===== src/rtl/uart_tx.sv =====
// 8N1 serial transmitter with its own 16x-oversampled baud tick generator.
// The frame is start bit, DBIT data bits LSB first, then SB_TICK ticks of stop level.
module uart_tx #(
  parameter int DBIT     = 8,
  parameter int SB_TICK  = 16,
  parameter int BAUD_DIV = 163
) (
  input  logic            clk,
  input  logic            reset,
  input  logic            tx_start,
  input  logic [DBIT-1:0] i_data,
  output logic            o_tx,
  output logic            o_tx_done_tick,
  output logic            o_busy,
  output logic [1:0]      dbg_state
);

  localparam int BW = (BAUD_DIV > 1) ? $clog2(BAUD_DIV) : 1;
  localparam int NW = (DBIT > 1) ? $clog2(DBIT) : 1;
  localparam logic [BW-1:0] BAUD_LAST = BW'(BAUD_DIV - 1);
  localparam logic [5:0]    BIT_LAST  = 6'd15;
  localparam logic [5:0]    STOP_LAST = 6'(SB_TICK - 1);
  localparam logic [NW-1:0] N_LAST    = NW'(DBIT - 1);

  typedef enum logic [1:0] {IDLE, START, DATA, STOP} state_t;

  state_t          state;
  logic [BW-1:0]   baud;
  logic [5:0]      s;
  logic [NW-1:0]   n;
  logic [DBIT-1:0] shreg;
  logic [DBIT-1:0] shreg_next;
  logic            tick;

  assign tick           = (state != IDLE) && (baud == BAUD_LAST);
  assign shreg_next     = shreg >> 1;
  // Decoded, not registered, so the controller can drop tx_start before IDLE.
  assign o_tx_done_tick = (state == STOP) && tick && (s == STOP_LAST);
  assign o_busy         = (state != IDLE);
  assign dbg_state      = state;

  // Baud counter holds at zero in IDLE so each frame starts phase-aligned.
  always_ff @(posedge clk or negedge reset) begin
    if (!reset) begin
      baud <= '0;
    end else if (state == IDLE || baud == BAUD_LAST) begin
      baud <= '0;
    end else begin
      baud <= baud + BW'(1);
    end
  end

  // o_tx is loaded with the level of the state being entered, so the line
  // always matches the state the FSM is currently in.
  always_ff @(posedge clk or negedge reset) begin
    if (!reset) begin
      state <= IDLE;
      s     <= '0;
      n     <= '0;
      shreg <= '0;
      o_tx  <= 1'b1;
    end else begin
      case (state)
        IDLE: begin
          if (tx_start) begin
            state <= START;
            shreg <= i_data;
            s     <= '0;
            o_tx  <= 1'b0;
          end
        end
        START: begin
          if (tick) begin
            if (s == BIT_LAST) begin
              state <= DATA;
              s     <= '0;
              n     <= '0;
              o_tx  <= shreg[0];
            end else begin
              s <= s + 6'd1;
            end
          end
        end
        DATA: begin
          if (tick) begin
            if (s == BIT_LAST) begin
              s     <= '0;
              shreg <= shreg_next;
              if (n == N_LAST) begin
                state <= STOP;
                o_tx  <= 1'b1;
              end else begin
                n    <= n + NW'(1);
                o_tx <= shreg_next[0];
              end
            end else begin
              s <= s + 6'd1;
            end
          end
        end
        STOP: begin
          if (tick) begin
            if (s == STOP_LAST) begin
              state <= IDLE;
              o_tx  <= 1'b1;
            end else begin
              s <= s + 6'd1;
            end
          end
        end
        default: begin
          state <= IDLE;
          o_tx  <= 1'b1;
        end
      endcase
    end
  end

endmodule


===== config.mk =====
export PLATFORM = sky130hd
export DESIGN_NAME = uart_tx
export DESIGN_NICKNAME = d
export VERILOG_FILES = /design/src/rtl/uart_tx.sv
export SDC_FILE = /design/constraint.sdc
export NUM_CORES = 1
export LEC_CHECK = 0
export ABC_AREA = 1
export BUFFER_PORTS_ARGS = -buffer_cell sky130_fd_sc_hd__buf_4
export CORE_UTILIZATION = 25
export CTS_CLUSTER_SIZE = 24
export DETAILED_ROUTE_END_ITERATION = 8
export GPL_ROUTABILITY_DRIVEN = 0
export GPL_TIMING_DRIVEN = 0
export PLACE_DENSITY = 0.46
export SKIP_LAST_GASP = 1
export SLEW_MARGIN = 20
export SYNTH_ARGS = -nofsm -noshare
export SYNTH_HDL_FRONTEND = slang
export SYNTH_SLANG_ARGS = --single-unit

===== constraint.sdc =====
create_clock -name clk -period 2 [get_ports clk]
set_input_delay 0.2 -clock clk [delete_from_list [all_inputs] [get_ports clk]]
set_output_delay 0.2 -clock clk [all_outputs]
set_load 0.01 [all_outputs]

Word level (Yosys, flattened, before mapping)
Cells that the tools add are included.

Register bits after elaboration: 28. Bits of input ports: 11. Output and inout bits: 5. Word-level logic and storage cells: 75.

Add/subtract/negate cells: 3. Equality and inequality tests: 17. Mux-type cells: 35. Reductions and logical operators: 14.

Operators with widths (number): 8-bit two-way mux (4); 6-bit two-way mux (5); 2-bit != test, second input constant (9); 6-bit one-hot mux with 3 select lines (1); 2-bit two-way mux (8); 8-bit one-hot mux with 2 select lines (1); 3-bit two-way mux (5); 8-bit by 1-bit adder with 8-bit output, second input constant (1); 8-bit equality test, second input constant (1); 1-bit two-way mux (8); 2-bit one-hot mux with 4 select lines (1); 4-bit AND reduction (2); 8-bit AND reduction (1); 7-bit AND reduction (1); 6-bit by 1-bit adder with 6-bit output, second input constant (1); 6-bit by 4-bit equality test with 1-bit output, second input constant (1); 3-bit one-hot mux with 2 select lines (1); 6-bit AND reduction (1); 2-bit nonzero test (3); 2-bit equality test, second input constant (2); 2-bit by 1-bit != test with 1-bit output, second input constant (2); 1-bit one-hot mux with 4 select lines (1); 3-bit by 1-bit adder with 3-bit output, second input constant (1); 3-bit equality test, second input constant (1); other kinds (5) (7).

Longest topological paths before layout
Gate-level depths: netlist of the first run.

Word-level depth: 5. Depth in mapped cells: 10. Depth with buffers taken out: 9.

Worst setup path after synthesis of the first run
No wires, ideal clock.

Path type: register to register. From: reg state[0] (netlist: dbg_state[0]). To: reg state[0] (netlist: dbg_state[0]). Arrival time: 1.541 ns. Data required time: 1.883 ns. Path slack: 0.342 ns. Cell stages (with the launch flop): 11. Buffers on the path: 1. Period minus slack after synthesis: 1.658 ns. Cells stage by stage: dfrtp_1 -> inv_1 -> ha_1 -> inv_2 -> or2_1 -> buf_6 -> nand2_1 -> o21ai_2 -> nand3_1 -> nand2_1 -> nand2_1.

Cells in the longest elaborated chain, start to end: 4. Elaborated cells on any way between the ends: 16.

RTL lines: start: declaration (line 27) `state_t state;`; start signal: assignment (line 57) `state <= IDLE;`; start signal: assignment (line 66) `state <= START;`; start signal: assignment (line 75) `state <= DATA;`; 2-bit nonzero test *; net o_busy (line 14) `output logic o_busy,`; 1-bit logical AND * (line 35) `assign tick = (state != IDLE) && (baud == BAUD_LAST);`; 2-bit != test (no line); 8-bit AND reduction (no line) *.

Mark *: on every way through the listed nets, which the timed path passes. The rest lies on a longest branch. A chain may end at the register's enable or synchronous reset.

Worst setup path after layout of the first run
From: reg state[1] (netlist: dbg_state[1]). To: out o_tx_done_tick.

Cells in the longest elaborated chain, start to end: 4. Elaborated cells on any way between the ends: 5.

RTL lines: 2-bit nonzero test (line 35); 1-bit logical AND (line 35); 1-bit logical AND * (2 in a row) (line 38) `assign o_tx_done_tick = (state == STOP) && tick && (s == STOP_LAST);`; end: declaration (line 13) `output logic o_tx_done_tick,`.

Mark *: on every way between the ends. The rest lies on a longest branch, timed or not.

==> impl_metrics.toml, run 1 <==
[power_and_ir_drop]
power.static_leakage_nw = 1.06
cellPowerDensity_nw_per_um2 = 1260
irDropWorstVdd_v = 0.000449

[floorplan]
die_area_sq_um = 7360
core_area_sq_um = 6790
rows = 30
die_w_microns = 85.8
die_y_microns = 85.8
initial_utilization = 0.258
ios = 16

[yosys]
synth-async-reset-ratio = 1.00
synthAdderAreaFrac = 0.0713
ys_ff_latch = 28
syn-num-nets = 253
yosys.area_share.simple = 0.391
synth-edff-count = 0
synth-compound-area-share = 0.0584
synth_cells = 232
synthTopCellsByArea = "dfrtp_1 (38%), nand2_1 (19%), ha_1 (7.1%)"
synthMuxAreaShare = 0
yosysTopAreaCell = "dfrtp_1"
yosys_warnings = 0
synth_xor_area_frac = 0.00499
synth_top_family_by_area = "simple AND/OR/NAND/NOR gates"
seq_area_frac_synth = 0.400
avgSynthCellArea_sq_um = 7.57
syn-cell-area_sq_um = 1760
ys_dominant_reg_cell = "dfrtp_1"
synth_cell_types = 26
yosysMostFrequentCell = "nand2_1"
yosys-top-cells-count = "nand2_1 (91), dfrtp_1 (27), inv_1 (18), nand3_1 (18), nand4_1 (14)"
yosysTopAreaCellShare = 0.385

[setup_path]
crit_buf_inv = 3
cp_slowest_stage_delay_ns = 0.43
path_cells = "inv_1, ha_1, inv_2, nand3_4, nor3_2, buf_4"
cp.arrival_ns = 1.67
crit_fanout = 6
r2r-start = "dbg_state[0]$_DFFE_PN0P_"
r2r_end = "s[0]$_DFFE_PN0P_"
crit_cells = 6
endpoint_kind = "output pin"
cpLargestDelayFamily = "flip-flops"
reg2reg_slack_ns = 0.21
worstRegToRegCells = 10
critPathKind = "register to output pin"
slowest_stage = "dfrtp_2"
required_ns = 1.80
start_kind = "register"

[global_route]
grt_pass1_wl_microns = 6590
grt_use_met1 = 0.159
grt_max_degree = 29
busiest_layer = "met2"
grt_use_met3 = 0.0241
use_met2 = 0.172
antenna_found_initial = 0
track_usage = 0.111
grt_overflow = 0
grt_pass1_vias = 1402

[worst_hold_path]
hp-start = "i_data[7]"
min_path_cells = 3
hold_class = "input port to register"
min_to = "shreg[7]$_DFFE_PN0P_"

[placed_design]
dp_hpwl_microns = 2690
portBuffers = 15

[clocking]
cts_buffer_depth = 2
clkSlewWorstSetupHoldPaths_ns = 0.11
root_buffer = "clkbuf_8"
htreeDepth = 1
insertion_delay_ns = 0.29
cts_buffers = 3
cts_setup_buffers = 0
cts_tree = "done"
cts.sinks = 28

[timing]
setup_viol = 0
rsz0062_at_grt = "false"
max_freq_mhz = 534
layout_min_cycle_time_ns = 1.87
fin_crit_sh = 0.937
relSlewSlack = 0.748
setup-tns-final_ns = 0
finClkSkew_ns = 0.00665
hold_viol = 0
worst_pin_slew_ns = 0.378
slew_viol_final = 0

[drt]
drtIter0Drc = 42
drt_pass1_iterations = 4
routed_wl_microns = 3810
wl_per_cell_microns = 11.0
vias = 1499
antenna_left = 0
via_per_inst = 4.31
drc = 0

[final_layout]
diodes = 0
fin_util = 0.307
layout-drive-gt1-share = 0.183
area_delta_synth_final_pct = 18.7
final_nets = 274

[run]
drv_cap = 0

[status]
outcome = "completed"
==> worst max path at each step <==
| stage | start | endpoint | slack (ns) |
|---|---|---|---|
| after floorplan | dbg_state[0]$_DFFE_PN0P_ | dbg_state[0]$_DFFE_PN0P_ | 0.34 |
| after global placement | dbg_state[0]$_DFFE_PN0P_ | s[3]$_DFFE_PN0P_ | 0.14 |
| after detailed placement | dbg_state[1]$_DFFE_PN0P_ | s[2]$_DFFE_PN0P_ | 0.14 |
| after CTS | dbg_state[1]$_DFFE_PN0P_ | o_tx_done_tick | 0.07 |
| after global routing | dbg_state[0]$_DFFE_PN0P_ | dbg_state[1]$_DFFE_PN0P_ | 0.01 |
| final | dbg_state[1]$_DFFE_PN0P_ | o_tx_done_tick | 0.13 |
==> logic make-up (layout without fill, tap and decap cells) <==
| logic type | count (synthesis) | in the layout |
|---|---|---|
| AOI/OAI and AO/OA | 16 | 16 |
| buffers and inverters | 27 | 47 |
| DFF | 28 | 28 |
| xor gates and xnor gates | 1 | 1 |
| and+or+nand+nor | 150 | 150 |
| adders and majority gates | 10 | 10 |
==> tightest hold or removal path, stage by stage <==
cell and delay, ns:
buf_4 0.08, nand4_1 0.08, nand2_1 0.07
==> state kept, by name, indices dropped and copies added, names as in the netlist <==
signal,cells
dbg_state,2
shreg,8
s,6
baud,8
n,3
o_tx,1
==> routing by layer <==
layer  vias to the layer above  part of all wire
met4                         0            0.0094
met1                       689              0.52
met5                         -                 0
met3                         4             0.032
met2                        19              0.43
li1                        787                 -
==> repair_timing <==
action                                  4_1_cts  5_1_grt
hold buffers                                  1        0
resized for setup                             1        3
gates cloned                                  0        0
endpoints found under the setup margin        1       10
endpoints found under the hold margin        27        0
==> power by group <==
group,internal [mW],switching [mW]
Clock,0.269,0.200
Sequential,0.726,0.123
Combinational,0.469,0.850
Total,1.46,1.17
==> placed cells by master (no fill, tap or decap), drive strengths merged, types with 3 or more instances in the layout <==
cell	count
nand2	94
dfrtp	27
inv	23
nand3	22
buf	18
nor2	16
nand4	14
ha	10
o21ai	10
a21oi	6
clkbuf	4
nor3	3
==> metrics by stage <==
step	total power [mW]	instance area [sq um]	worst slack (ns)	hold slack [ns]	std cells
2_1_floorplan	1.80	1760	0.342	-0.0956	232
3_3_place_gp	2.17	1990	0.142	0.153	343
3_5_place_dp	2.16	1990	0.135	0.158	343
4_1_cts	2.65	2070	0.0672	0.170	348
5_1_grt	2.90	2080	0.0112	0.196	348
6_report	2.64	2080	0.126	0.177	348
==> area by class of cell <==
class                      instances  area, sq um
buffer                             4         43.8
clock buffer                       3         41.3
clock inverter                     1         30.0
fill                             732         4710
inverter                          23         86.3
multi-input combinational        177          936
sequential                        28          704
tap                               96          120
timing repair buffer              16          123
Note: power is estimated with default switching activity, not from simulation.
==> inputs of run 2 (changes only) <==
- CORE_UTILIZATION: 25 -> 43
- PLACE_DENSITY: 0.46 -> 0.67
- clock period: 2 -> 1.88 ns (I/O delays scaled with it)
==> impl_metrics.toml, run 2 (same netlist as run 1, synthesis figures left out) <==
[clocking]
htreeDepth = 1
root_buffer = "clkbuf_8"
insertion_delay_ns = 0.28
cts_tree = "done"
cts.sinks = 28
cts_buffer_depth = 2
clkSlewWorstSetupHoldPaths_ns = 0.10
cts_buffers = 3

[timing]
hold_viol = 0
fin_crit_sh = 0.950
setup_viol = 0
timing.hold.ws_ns = 0.164
worst_pin_slew_ns = 0.356
relSlewSlack = 0.763
layout_min_cycle_time_ns = 1.79
finClkSkew_ns = 0.00610
slew_viol_final = 0
rsz0062_at_grt = "true"
max_freq_mhz = 560

[power_and_ir_drop]
cellPowerDensity_nw_per_um2 = 1380
irDropWorstVdd_v = 0.00107
power.static_leakage_nw = 1.07

[drt]
antenna_left = 0
drtIter0Drc = 67
via_per_inst = 4.96
drc = 0
routed_wl_microns = 3470
drt_pass1_iterations = 4
wl_per_cell_microns = 11.5
vias = 1499

[run]
drv_cap = 0

[final_layout]
final_cells = 302
final_nets = 276
final_common_cell = "nand2_1"
layout-drive-gt1-share = 0.193
stdcell_area_sq_um = 2040
area_delta_synth_final_pct = 16.3
largestRegisters = "baud (8), shreg (8), s (6)"
final_cell_mix = "nand2_1 (91), dfrtp_1 (25), inv_1 (18), nand3_1 (18), buf_4 (18)"
diodes = 0

[placed_design]
dp_cells = 295
dpl_cell_area_sq_um = 1930
dp_hpwl_microns = 2430
portBuffers = 15

[global_route]
busiest_layer = "met2"
grt_overflow = 0
grt_pass1_wl_microns = 5930
grt_max_degree = 29
use_met2 = 0.267
grt_pass1_vias = 1317
grt_use_met3 = 0.0414
grt_use_met1 = 0.249
track_usage = 0.176
antenna_found_initial = 0

[setup_path]
start_kind = "register"
critPathKind = "register to output pin"
endpoint_kind = "output pin"
cp.arrival_ns = 1.60
required_ns = 1.69
worstRegToRegCells = 10
crit_fanout = 7

[worst_hold_path]
min_path_cells = 3
hold_class = "input port to register"

[status]
outcome = "completed"

[floorplan]
rows = 22
die_w_microns = 65.9
die_area_sq_um = 4340
initial_utilization = 0.462
ios = 16
die_y_microns = 65.9
core_area_sq_um = 3800
[run 2: cell count changes in the layout (fill, tap and decap cells not counted)]
cell and change:
ha_1 -1, ha_2 +1, buf_4 +2
[run 2: area by class of cell]
class | count | area (sq um)
buffer | 4 | 43.8
clock buffer | 3 | 41.3
clock inverter | 1 | 30.0
fill | 375 | 1760
inverter | 23 | 86.3
multi-input combinational | 177 | 938
sequential | 28 | 704
tap | 48 | 60.1
timing repair buffer | 18 | 138
[run 2: routing by layer]
metal	part of all wire	wire, microns
met5	0	0
met2	0.45	1560
met4	0.0078	27
met3	0.034	117
met1	0.51	1760
[run 2: critical path, stage by stage (launching register included)]
cell,delay [ns]
dfrtp_2,0.41
ha_1,0.32
inv_1,0.21
nor3_2,0.23
buf_4,0.15
[run 2: final timing paths]
check                           slack [ns]                startpoint              endpoint
worst max register to register        0.11  dbg_state[0]$_DFFE_PN0P_      s[0]$_DFFE_PN0P_
worst min-delay path                  0.16                 i_data[7]  shreg[7]$_DFFE_PN0P_
max in group asynchronous             1.21                     reset      o_tx$_DFFE_PN1P_
min in group asynchronous             0.35                     reset     baud[3]$_DFF_PN0_
worst max-delay path                  0.09  dbg_state[0]$_DFFE_PN0P_        o_tx_done_tick
worst min register to register        0.48      shreg[1]$_DFFE_PN0P_  shreg[1]$_DFFE_PN0P_
[run 2: what timing repair did]
item | in CTS | in global routing
setup endpoints to repair | 0 | 11
endpoints found under the hold margin | 27 | 0
hold buffers | 1 | 0
setup buffers | 0 | 2
gates resized for setup | 0 | 5
[run 2: metrics by stage]
stage	worst slack (ns)	util	setup TNS, ns	power (mW)
6_report	0.0935	0.538	0	2.81
5_1_grt	-0.0168	0.538	-0.0168	3.06
4_1_cts	0.00148	0.529	0	2.78
3_5_place_dp	0.0663	0.508	0	2.28
3_3_place_gp	0.0661	0.508	0	2.27
2_1_floorplan	0.222	-	0	1.92
[run 2: report_power, final]
group | internal [mW] | switching (mW) | leakage [nW]
registers | 0.771 | 0.121 | 0.366
clock network | 0.285 | 0.194 | 0.0357
logic | 0.530 | 0.910 | 0.668
==> inputs of run 3 (changes only) <==
- CORE_UTILIZATION: 43 -> 60
- CTS_BUF_LIST: not set -> sky130_fd_sc_hd__clkbuf_8
- PLACE_DENSITY: 0.67 -> 0.86
- SKIP_LAST_GASP: 1 -> not set
==> impl_metrics.toml, run 3 (same netlist as run 1, synthesis figures left out) <==
[clocking]
root_buffer = "clkbuf_8"
htreeDepth = 1
cts_tree = "done"
clkSlewWorstSetupHoldPaths_ns = 0.09
cts_buffer_depth = 2
cts.sinks = 28
cts_buffers = 3
insertion_delay_ns = 0.26

[setup_path]
start_kind = "register"
cp-endpoint = "s[4]$_DFFE_PN0P_"
reg2reg_slack_ns = 0.11
r2r_end = "s[4]$_DFFE_PN0P_"
critPathKind = "register to register"
r2r-start = "dbg_state[0]$_DFFE_PN0P_"
worstRegToRegCells = 10
crit_path_start = "dbg_state[0]$_DFFE_PN0P_"
cp.arrival_ns = 1.98
crit_fanout = 10
required_ns = 2.09
endpoint_kind = "register"

[timing]
max_freq_mhz = 564
fin_crit_sh = 0.944
setup_viol = 0
rsz0062_at_grt = "true"
slew_viol_final = 0
worst_slack_ns = 0.105
layout_min_cycle_time_ns = 1.77
worst_pin_slew_ns = 0.350
setup-tns-final_ns = 0
hold_viol = 0
relSlewSlack = 0.766
finClkSkew_ns = 0.00224

[global_route]
grt_pass1_wl_microns = 5780
track_usage = 0.228
antenna_found_initial = 0
grt_pass1_vias = 1370
grt_max_degree = 29
grt_overflow = 0

[drt]
wl_met3_microns = 144
drtIter0Drc = 94
antenna_left = 0
routed_wl_microns = 3480
dr.max_layer_used = "met4"
wl_met1_microns = 1630
dr_wl_met2_microns = 1690
drt_pass1_iterations = 4
wl_per_cell_microns = 12.3
drc = 0
via_per_inst = 5.43
vias = 1537

[run]
drv_cap = 0

[power_and_ir_drop]
pwr-share-clk = 0.121
power.switching_mw = 1.22
combPwrFrac = 0.538
power.static_leakage_nw = 1.05
p_int_mw = 1.43
cellPowerDensity_nw_per_um2 = 1330
power_frac_seq = 0.341
switching_share = 0.460
irDropWorstVdd_v = 0.00139

[final_layout]
multiInputGateArea_sq_um = 948
final-seq-area_sq_um = 704
final_cell_mix = "nand2_1 (91), dfrtp_1 (25), inv_1 (19)"
final_nets = 274
area_delta_synth_final_pct = 13.3
fillers = 246
final_common_cell = "nand2_1"
diodes = 0
largestRegisters = "baud (8), shreg (8), s (6)"
layout-drive-gt1-share = 0.190

[floorplan]
rows = 19
core_area_sq_um = 2760
initial_utilization = 0.637
ios = 16
die_w_microns = 56.1
die_y_microns = 56.1
die_area_sq_um = 3150

[status]
outcome = "completed"

[placed_design]
portBuffers = 15
dp_slack_ns = 0.0457
dp_hpwl_microns = 2480

[worst_hold_path]
hold_class = "input port to register"
-- run 3: area by class of cell --
| class | count | area share |
|---|---|---|
| Multi-Input combinational cell | 177 | 0.477 |
| Sequential cell | 28 | 0.354 |
| Timing Repair Buffer | 16 | 0.0616 |
| Inverter | 23 | 0.0434 |
| Buffer | 4 | 0.0220 |
| Clock buffer | 3 | 0.0208 |
| Tap cell | 31 | 0.0195 |
| Clock inverter | 1 | 0.00189 |
-- run 3: worst min path at each step --
stage / startpoint / endpoint / slack, ns / cells after the start
after floorplan: reset / baud[0]$_DFF_PN0_ / -0.11 / 0
after global placement: reset / baud[3]$_DFF_PN0_ / 0.13 / 1
after detailed placement: reset / baud[2]$_DFF_PN0_ / 0.12 / 1
after CTS: i_data[7] / shreg[7]$_DFFE_PN0P_ / 0.18 / 3
after global routing: i_data[7] / shreg[7]$_DFFE_PN0P_ / 0.19 / 3
final: i_data[7] / shreg[7]$_DFFE_PN0P_ / 0.19 / 3
-- run 3: what timing repair did --
item                                    CTS  global route
setup buffers                             0             0
hold buffers                              1             0
endpoints found under the hold margin    27             0
endpoints found under the setup margin    0            16
gates resized for setup                   0             8
-- run 3: power groups by stage --
stage          Sequential [mW]  Clock, mW  Combinational [mW]
3_5_place_dp             0.906          0                1.36
3_3_place_gp             0.901          0                1.34
5_1_grt                  0.923      0.350                1.58
2_1_floorplan            0.888          0                1.03
4_1_cts                  0.895      0.326                1.37
6_report                 0.901      0.319                1.42
-- run 3: per-layer routing --
metal,vias to the layer above,global-route usage
li1,790,-
met1,712,0.328
met2,33,0.355
met3,2,0.0349
met4,0,0.0697
met5,-,0
-- run 3: per-stage QoR --
step	util	instances	hold WS, ns	power [mW]	instance area [sq um]
after floorplan	-	232	-0.108	1.92	1760
after global placement	0.691	278	0.125	2.24	1910
after detailed placement	0.691	278	0.122	2.27	1910
after CTS	0.711	283	0.184	2.59	1960
after global routing	0.721	283	0.194	2.85	1990
final	0.721	283	0.186	2.64	1990
-- run 3: critical path, cell delays in order (launching register included) --
cell and delay, ns:
dfrtp_2 0.45, inv_1 0.11, ha_2 0.23, inv_2 0.07
or2_1 0.22, buf_6 0.15, nand3_2 0.10, nand2_2 0.06
o21ai_2 0.13, nand2_1 0.11, nand2_1 0.08
